### config.mk
export PLATFORM = sky130hd
export DESIGN_NAME = axis_pattern_source
export DESIGN_NICKNAME = d
export VERILOG_FILES = /design/src/rtl/axis_pattern_source.sv
export SDC_FILE = /design/constraint.sdc
export NUM_CORES = 1
export LEC_CHECK = 0
export CORE_MARGIN = 5
export CORE_UTILIZATION = 49
export CTS_CLUSTER_SIZE = 8
export DETAILED_ROUTE_END_ITERATION = 6
export GPL_TIMING_DRIVEN = 0
export PLACE_DENSITY = 0.87
export SYNTH_ARGS = -nofsm -noshare
export SYNTH_HDL_FRONTEND = slang
export SYNTH_SLANG_ARGS = --single-unit
### constraint.sdc
create_clock -name clk -period 3.5 [get_ports clk]
set_input_delay 0.7 -clock clk [delete_from_list [all_inputs] [get_ports clk]]
set_output_delay 0.7 -clock clk [all_outputs]
set_load 0.05 [all_outputs]
### src/rtl/axis_pattern_source.sv
// AXI4-Stream pattern generator: bursts of counter or LFSR data with optional
// single-beat bit-0 corruption, tracked by busy/done/beat_count.
module axis_pattern_source #(
    parameter int unsigned DATA_WIDTH = 32,
    parameter int unsigned LEN_WIDTH  = 16,
    parameter bit          LFSR_EN    = 1'b1
) (
    input  logic                  clk,
    input  logic                  reset,
    input  logic                  start,
    input  logic [LEN_WIDTH-1:0]  length,
    input  logic [DATA_WIDTH-1:0] seed,
    input  logic                  mode,
    input  logic                  inject_en,
    input  logic [LEN_WIDTH-1:0]  inject_index,
    output logic                  out_valid,
    output logic [DATA_WIDTH-1:0] out_data,
    output logic                  out_last,
    input  logic                  out_ready,
    output logic                  busy,
    output logic                  done,
    output logic [LEN_WIDTH-1:0]  beat_count
);

    localparam logic [DATA_WIDTH-1:0] LFSR_TAPS = DATA_WIDTH'(32'h8020_0003);
    localparam logic [DATA_WIDTH-1:0] BIT0      = DATA_WIDTH'(1);

    // The LFSR polynomial is only meaningful on a 32-bit datapath.
    if (LFSR_EN && DATA_WIDTH != 32) begin : g_lfsr_width_check
        $error("axis_pattern_source: LFSR mode requires DATA_WIDTH = 32");
    end

    typedef enum logic [1:0] {
        IDLE   = 2'd0,
        SEND   = 2'd1,
        FINISH = 2'd2
    } state_t;

    state_t                state;
    logic [LEN_WIDTH-1:0]  cfg_len;
    logic                  cfg_lfsr;
    logic                  cfg_inj_en;
    logic [LEN_WIDTH-1:0]  cfg_inj_idx;
    logic [DATA_WIDTH-1:0] pattern;
    logic [LEN_WIDTH-1:0]  beat_idx;

    logic                  start_lfsr;
    logic [DATA_WIDTH-1:0] first_pattern;
    logic [DATA_WIDTH-1:0] first_mask;
    logic [DATA_WIDTH-1:0] next_pattern;
    logic [LEN_WIDTH-1:0]  next_idx;
    logic [DATA_WIDTH-1:0] next_mask;
    logic                  next_is_last;

    // Pattern arithmetic for the beat being loaded into the output register.
    always_comb begin
        start_lfsr    = LFSR_EN && mode;
        first_pattern = (start_lfsr && seed == '0) ? BIT0 : seed;
        first_mask    = (inject_en && inject_index == '0) ? BIT0 : '0;
        next_idx      = beat_idx + LEN_WIDTH'(1);
        next_mask     = (cfg_inj_en && cfg_inj_idx == next_idx) ? BIT0 : '0;
        next_is_last  = (next_idx == cfg_len - LEN_WIDTH'(1));
        if (cfg_lfsr) begin
            next_pattern = (pattern >> 1) ^ (pattern[0] ? LFSR_TAPS : '0);
        end else begin
            next_pattern = pattern + BIT0;
        end
    end

    always_ff @(posedge clk or posedge reset) begin
        if (reset) begin
            state       <= IDLE;
            cfg_len     <= '0;
            cfg_lfsr    <= 1'b0;
            cfg_inj_en  <= 1'b0;
            cfg_inj_idx <= '0;
            pattern     <= '0;
            beat_idx    <= '0;
            out_valid   <= 1'b0;
            out_data    <= '0;
            out_last    <= 1'b0;
            busy        <= 1'b0;
            done        <= 1'b0;
            beat_count  <= '0;
        end else begin
            done <= 1'b0;
            case (state)
                IDLE: begin
                    if (start) begin
                        cfg_len     <= length;
                        cfg_lfsr    <= start_lfsr;
                        cfg_inj_en  <= inject_en;
                        cfg_inj_idx <= inject_index;
                        beat_count  <= '0;
                        busy        <= 1'b1;
                        if (length != '0) begin
                            state     <= SEND;
                            pattern   <= first_pattern;
                            beat_idx  <= '0;
                            out_valid <= 1'b1;
                            out_data  <= first_pattern ^ first_mask;
                            out_last  <= (length == LEN_WIDTH'(1));
                        end else begin
                            state <= FINISH;
                            done  <= 1'b1;
                        end
                    end
                end
                SEND: begin
                    if (out_valid && out_ready) begin
                        beat_count <= beat_count + LEN_WIDTH'(1);
                        if (out_last) begin
                            state     <= FINISH;
                            out_valid <= 1'b0;
                            out_last  <= 1'b0;
                            done      <= 1'b1;
                        end else begin
                            // Mask applies to the output only; pattern stays clean.
                            pattern  <= next_pattern;
                            beat_idx <= next_idx;
                            out_data <= next_pattern ^ next_mask;
                            out_last <= next_is_last;
                        end
                    end
                end
                FINISH: begin
                    busy  <= 1'b0;
                    state <= IDLE;
                end
                default: state <= IDLE;
            endcase
        end
    end

endmodule

# After elaboration in Yosys (flattened, before gate mapping)
# Index checks and enable logic that the tools add are counted.
# op_classes
add_sub_neg	4
eq_ne	10
n_mux	45
n_bitwise	3
reduce_logical	17
# ops
operator	n
2-to-1 mux 32 bit	11
case mux 32 bit (2 select lines)	2
2-to-1 mux 16 bit	6
case mux 16 bit (2 select lines)	2
bitwise XOR 32 x 1 -> 32 bit	2
adder 16 x 1 -> 16 bit (second input constant)	2
adder 32 x 1 -> 32 bit (second input constant)	1
equality test 16 bit	2
logical NOT 32 bit	1
bitwise XOR 31 x 32 -> 32 bit	1
equality test 16 x 1 -> 1 bit (second input constant)	1
logical NOT 16 bit	1
nonzero test 16 bit	1
subtractor 16 x 1 -> 16 bit (second input constant)	1
2-to-1 mux 1 bit	15
inequality test 2 bit (second input constant)	5
AND reduction 5 bit	2
2-to-1 mux 2 bit	4
case mux 1 bit (2 select lines)	4
AND reduction 3 bit	2
logical AND 1 bit	4
case mux 2 bit (2 select lines)	1
AND reduction 2 bit	2
AND reduction 4 bit	1
other kinds (4)	5
# totals
register_bits	136
input_bits	70

# Longest topological paths before layout
# Gate-level depths: netlist (run 1).
# logic_depth
depth_word	8
mapped_depth	10

# Worst setup path after synthesis (run 1)
# OpenSTA, ideal clock, no wires.
# synth_path
path_kind	input to register
startpoint	in length[4]
endpoint	reg out_data[17]
arrival_ns	2.121
setup_slack_ns	1.242
stages	7
cell_sequence	nor4_1 -> nand4_1 -> o31ai_1 -> a21boi_1 -> nand2_1 -> clkbuf_1 -> o21ai_0
# synth_between
elab_chain_cells	3
# synth_lines
element	line_no	text
start: declaration	11	input logic [LEN_WIDTH-1:0] length,
nonzero test 16 bit	96	if (length != '0) begin
inequality test 2 bit (no line)	n/a	
AND reduction 5 bit (no line)	n/a	
end signal: assignment	101	out_data <= first_pattern ^ first_mask;
end signal: assignment	121	out_data <= next_pattern ^ next_mask;
end: declaration	17	output logic [DATA_WIDTH-1:0] out_data,
# No other way between the ends.
# A chain may end at the register's enable or synchronous reset.

# Worst setup path in the final report (run 1)
# layout_path
startpoint	in length[1]
endpoint	reg out_data[27]
# The elaborated chain is that of the path after synthesis.

==> run_results.csv, run 1 <==
group,metric,value,unit
synthesis,synth_edf_count,0,
floorplanning,ios,122,
hold_path,hp-start,"beat_idx[15]",
worst_setup_path,crit_buf_inv,2,
worst_setup_path,crit_path_top_delay_cell,"clkbuf_1",
synthesis,yosys_warnings,0,
synthesis,synth_top_area_share,37.9,%
timing,slew_violations,0,
placed_design,io_buffers,121,
layout,final_nets,1016,
worst_setup_path,crit_path_max_incr_delay,490,ps
synthesis,ys_async_sr_fraction,100,%
drt,routed_wl,19.9,mm
cts,hold_buffers,0,
synthesis,yosysTopAreaCell,"dfrtp_1",
worst_setup_path,crit_family,"buffers and inverters",
timing,grt_setup_unrepaired,"no",
grt,grt_usage,24.0,%
worst_setup_path,r2r-end,"out_data[0]",
floorplanning,start_util,50.0,%
placed_design,place_inst,1111,
cts,clk_latency,360,ps
worst_setup_path,rrSetupSlack,550,ps
placed_design,placed_area,8410,µm²
synthesis,synth_area_leaders,"dfrtp_1, xnor2_1, a21oi_1",
synthesis,synth.avg_cell_area,8.58,µm²
synthesis,synthesis.area,6940,µm²
cts,clk_pin_slew,70,ps
floorplanning,die-area,16600,µm²
grt,grt_pass1_vias,6312,
synthesis,synth_nets,883,
worst_setup_path,r2r-start,"beat_idx[0]",
cts,postCtsSetupBuffers,0,
worst_setup_path,cp_cell_sequence,"clkdlybuf4s50_1 -> nor4_1 -> nand4_1 -> o31ai_1 -> a21boi_1 -> nand2_1 -> clkbuf_1 -> o22ai_1",
timing,max_freq,310,MHz
drt,ant_nets,0,
power,leakagePower,3.43,nW
cts,cts_root_buf,"clkbuf_16",
cts,clock_sinks,105,
hold_path,hold_path_depth,1,
synthesis,synth-seq-cells,105,
layout,drive_gt1_share,11.2,%
timing,finalCritPeriodShare,92.1,%
worst_setup_path,worstSetupEndpointType,"flip-flop",
timing,setup_viol,0,
cts,cts.repair.resized,0,
synthesis,yosys-top-cells-count,"dfrtp_1, nand2_1, a21oi_1, o21ai_0, nor2_1",
drt,dr.pass1.iters,6,
timing,clock_skew,8.92,ps
timing,max_slew_margin,43.3,%
drt,drc,0,
drt,vias,6712,
layout,area_growth,25.5,%
grt,antenna_found_initial,0,
cts,cts_inserted_buffers,9,
cts,htree_levels,3,
drt,vias_per_cell,5.96,
floorplanning,dieWidth,129,µm
run_status,status,"completed",
flow_run,drv_cap,0,
hold_path,hold_class,"reg -> reg",
layout,diodes,0,
floorplanning,std_cell_rows,43,
grt,grt_overflow,0,
worst_setup_path,crit_arrival,3440,ps
hold_path,hold_path_end,"beat_idx[15]",
cts,cts_tree,"yes",
timing,worst_pin_slew,849,ps
synthesis,ys.flop_type,"dfrtp_1",
layout,fin_util,62.8,%
synthesis,synth.distinct_cells,69,
synthesis,ys_seq_area_share,37.9,%
drt,drt-initial-drc-count,864,
power,ir_worst_vdd,0.266,mV
placed_design,place_congestion,0.955,
synthesis,synth_most_common_cell,"dfrtp_1",
power,power.density,621,nW/µm²
worst_setup_path,worstRegToRegCells,9,
grt,grt_max_degree,63,
drt,routedWlPerCell,17.7,µm
floorplanning,core,13900,µm²
timing,min_period,3220,ps
timing,hold_viol_final,0,
cts,cts_max_path_buffers,2,
synthesis,postSynthCellCount,809,
worst_setup_path,worst-setup-path-type,"in -> reg",
worst_setup_path,crit_fanout,10,
worst_setup_path,required,3720,ps
grt,grt_pass1_wl,32.1,mm
layout,final_cells,1127,
layout,final_area,8710,µm²
floorplanning,fp.dieH,129,µm
placed_design,place.detailed.hpwl,14.7,mm
worst_setup_path,startpoint_type,"input port",
per-stage QoR:
stage	TNS, ps	total power, W	hold slack (ps)	setup slack (ps)
2_1_floorplan	0	0.00357	473	39.5
3_3_place_gp	-165220	0.00427	494	-1580
3_5_place_dp	-69.7	0.00434	503	-23.8
4_1_cts	0	0.00540	514	362
5_1_grt	0	0.00570	532	169
6_report	0	0.00541	510	276
routing by layer:
layer	up-vias	GRT usage, %	share of wire (%)
met4	0	8.71	2.5
li1	3142	-	-
met3	48	3.54	8.5
met1	3170	33.2	43
met2	352	38.6	46
met5	-	0	0
layout by cell type (no fill, tap or decap), types with 3 or more instances in the layout:
cell type	n
a22o_1	5
nor3_1	7
clkbuf_1	35
a21oi_1	75
nor4_1	18
o21ai_0	75
xnor2_1	56
inv_1	10
clkdlybuf4s50_1	121
o22ai_1	3
or3_1	6
a31oi_1	5
nor4_2	4
dfrtp_1	105
and2_1	4
and4_1	6
and3_1	19
nand3_1	16
buf_2	8
a211oi_1	4
nor3b_1	3
o211ai_1	6
nand4_1	21
nor2_1	66
buf_4	33
nor4b_1	4
mux2i_1	5
o31ai_1	10
ha_1	4
mux2_2	30
xor2_1	24
clkbuf_16	9
nand2_1	92
nand2b_1	3
where the power goes:
part / switching [W] / total, W / internal (W)
Sequential: 0.000384 / 0.00186 / 0.00147
Combinational: 0.00144 / 0.00249 / 0.00105
Clock: 0.000484 / 0.00106 / 0.000580
worst max-delay path by stage:
stage	from	to	depth (start not counted)
global route	length[1]	out_data[17]	8
floorplan	reset	beat_count[0]	1
detailed placement	length[1]	out_data[26]	8
finish	length[1]	out_data[27]	8
CTS	length[1]	out_data[17]	8
global placement	reset	cfg_inj_idx[7]	2
registers in the layout, indices dropped and copies added, names as in the netlist:
name and cells:
pattern 2, out_data 31, cfg_len 16, state 2
beat_idx 16, cfg_lfsr 1, out_last 1, cfg_inj_en 1
done 1, beat_count 16, out_valid 1, cfg_inj_idx 16
busy 1
cell type report:
| type | count | area, µm² |
|---|---|---|
| buffer | 78 | 428 |
| clock buffer | 11 | 243 |
| clock inverter | 5 | 63.8 |
| fill | 1192 | 5170 |
| inverter | 12 | 47.5 |
| multi-input combinational | 614 | 3840 |
| sequential | 105 | 2630 |
| tap | 180 | 225 |
| timing repair buffer | 122 | 1240 |
cells by family (layout without fill, tap and decap cells):
group	count (synthesis)	in the layout	share of synthesized area, %
multiplexers	35	35	5.59
AO/OA/AOI/OAI	208	208	17.5
buffers and inverters	90	228	6.81
adder cells (fa/ha/maj)	4	4	0.721
AND/OR/NAND/NOR	287	287	21.5
flip-flops	105	105	37.9
XOR/XNOR	80	80	10.1
worst reg2reg max path, stage by stage (launching register included):
cell and delay (ps):
dfrtp_1 510, ha_1 360, and3_1 260, xnor2_1 410, xor2_1 190, o2111ai_1 140, nor4b_1 420, nand4_1 240
xnor2_1 220, o21ai_1 70
No activity file was read; power rests on OpenSTA's default activity.
==> inputs of run 2 (changes only) <==
==> constraint.sdc (replaced) <==
create_clock -name clk -period 2.95 [get_ports clk]
set_input_delay 0.59 -clock clk [delete_from_list [all_inputs] [get_ports clk]]
set_output_delay 0.59 -clock clk [all_outputs]
set_load 0.05 [all_outputs]
==> run_results.csv, run 2 (same netlist as run 1, synthesis figures left out) <==
group,metric,value,unit
power,leakagePower,3.48,nW
grt,grt_overflow,0,
placed_design,place_congestion,0.953,
cts,clk_latency,360,ps
floorplanning,die-area,16600,µm²
cts,cts_root_buf,"clkbuf_16",
power,power.density,735,nW/µm²
layout,regArea,2630,µm²
timing,slew_violations,0,
cts,cts_inserted_buffers,9,
layout,diodes,0,
timing,fin_ws,167,ps
flow_run,drv_cap,0,
worst_setup_path,crit_fanout,7,
worst_setup_path,worstSetupEndpointType,"flip-flop",
drt,drc,0,
layout,multi_input_area,3880,µm²
layout,drive_gt1_share,12.3,%
timing,finalCritPeriodShare,94.3,%
cts,clock_sinks,105,
layout,fill_cells,1172,
drt,routedWlPerCell,17.7,µm
timing,max_freq,359,MHz
cts,clk_pin_slew,70,ps
drt,dr.pass1.iters,6,
floorplanning,fp.dieH,129,µm
worst_setup_path,crit_path_top_delay_cell,"dfrtp_1",
floorplanning,start_util,50.0,%
timing,setup_viol,0,
drt,routed_wl,19.9,mm
floorplanning,dieWidth,129,µm
worst_setup_path,crit_arrival,3020,ps
placed_design,pre_cts_ws,-393,ps
layout,mostFrequentLayoutCells,"clkdlybuf4s50_1, dfrtp_1, nand2_1",
placed_design,place.detailed.hpwl,14.9,mm
layout,largest-register,"out_data",
worst_setup_path,worst-setup-path-type,"reg -> reg",
grt,antenna_found_initial,0,
timing,hold_viol_final,0,
grt,grt_max_degree,40,
timing,clock_skew,7.72,ps
placed_design,io_buffers,121,
run_status,status,"completed",
layout,largest_reg_flops,31,
layout,final_nets,1017,
worst_setup_path,crit_buf_inv,0,
floorplanning,std_cell_rows,43,
worst_setup_path,crit_path_max_incr_delay,550,ps
timing,worst_pin_slew,792,ps
timing,grt_setup_unrepaired,"yes",
grt,grt_pass1_wl,31.5,mm
worst_setup_path,required,3190,ps
drt,vias,6734,
hold_path,hold_class,"reg -> reg",
grt,grt_pass1_vias,6264,
floorplanning,ios,122,
layout,area_growth,26.5,%
drt,vias_per_cell,5.97,
worst_setup_path,cp_cell_sequence,"ha_1 -> nand4_1 -> nor3_2 -> xor2_2 -> xnor2_1 -> and4_1 -> nand4_1 -> xnor2_1 -> o21ai_1",
drt,drt-initial-drc-count,880,
layout,fin_util,63.3,%
layout,layout_commonest_cell,"clkdlybuf4s50_1",
floorplanning,core,13900,µm²
drt,ant_nets,0,
worst_setup_path,rrSetupSlack,170,ps
grt,grt_usage,23.5,%
power,ir_worst_vdd,0.325,mV
cts,cts_tree,"yes",
cts,htree_levels,3,
worst_setup_path,crit_family,"simple AND/OR/NAND/NOR gates",
timing,min_period,2780,ps
worst_setup_path,startpoint_type,"flip-flop",
timing,max_slew_margin,46.7,%
cts,cts_max_path_buffers,2,
cts,postCtsSetupBuffers,0,
run 2: changes by cell type in the layout (fill, tap and decap cells not counted), moves of 2 or more:
cell,change
clkinvlp_4,+2
nor4_2,-2
clkbuf_2,+5
buf_12,+2
nor4_4,+2
clkbuf_1,-6
run 2: metrics by stage:
stage | cell area (µm²) | TNS (ps) | hold slack (ps) | total power (W) | instances
floorplan | 6940 | 0 | 473 | 0.00424 | 809
global placement | 8380 | -11380 | 485 | 0.00507 | 1110
detailed placement | 8420 | -13600 | 494 | 0.00515 | 1112
CTS | 8740 | 0 | 508 | 0.00643 | 1128
global route | 8780 | 0 | 545 | 0.00676 | 1128
finish | 8780 | 0 | 504 | 0.00645 | 1128
run 2: path summary, 6_finish.rpt:
check | startpoint | end | cells past startpoint
worst max-delay path | beat_idx[0] | out_data[0] | 9
min in group asynchronous | reset | beat_count[2] | 2
worst min register to register | cfg_inj_en | cfg_inj_en | 1
worst min-delay path | cfg_inj_en | cfg_inj_en | 1
max in group asynchronous | reset | cfg_inj_idx[12] | 4
worst max register to register | beat_idx[0] | out_data[0] | 9
run 2: area by class of cell:
| type | count | share of cell area [%] |
|---|---|---|
| repair buffers | 123 | 14.2 |
| plain buffers | 78 | 4.94 |
| well taps | 180 | 2.56 |
| multi-input cells | 614 | 44.2 |
| flip-flops and latches | 105 | 29.9 |
| inverters | 12 | 0.556 |
| clock inverters | 5 | 0.712 |
| clock buffers | 11 | 2.88 |
run 2: report_power, final:
| part | internal [W] | total [W] | switching [W] |
|---|---|---|---|
| clock network | 0.000710 | 0.00129 | 0.000578 |
| registers | 0.00175 | 0.00221 | 0.000462 |
| logic | 0.00125 | 0.00295 | 0.00170 |
| total | 0.00371 | 0.00645 | 0.00274 |
run 2: timing repair:
item	4_1_cts	5_1_grt
setup endpoints to repair	10	43
gates resized for setup	1	14
pin swaps	0	0
hold buffers	0	0
run 2: layer usage:
metal	share of wire [%]	track usage (%)	vias to the layer above
met2	47	38.7	340
met5	0	0	-
li1	-	-	3140
met4	2.0	6.98	0
met1	42	31.8	3215
met3	8.7	4.49	39
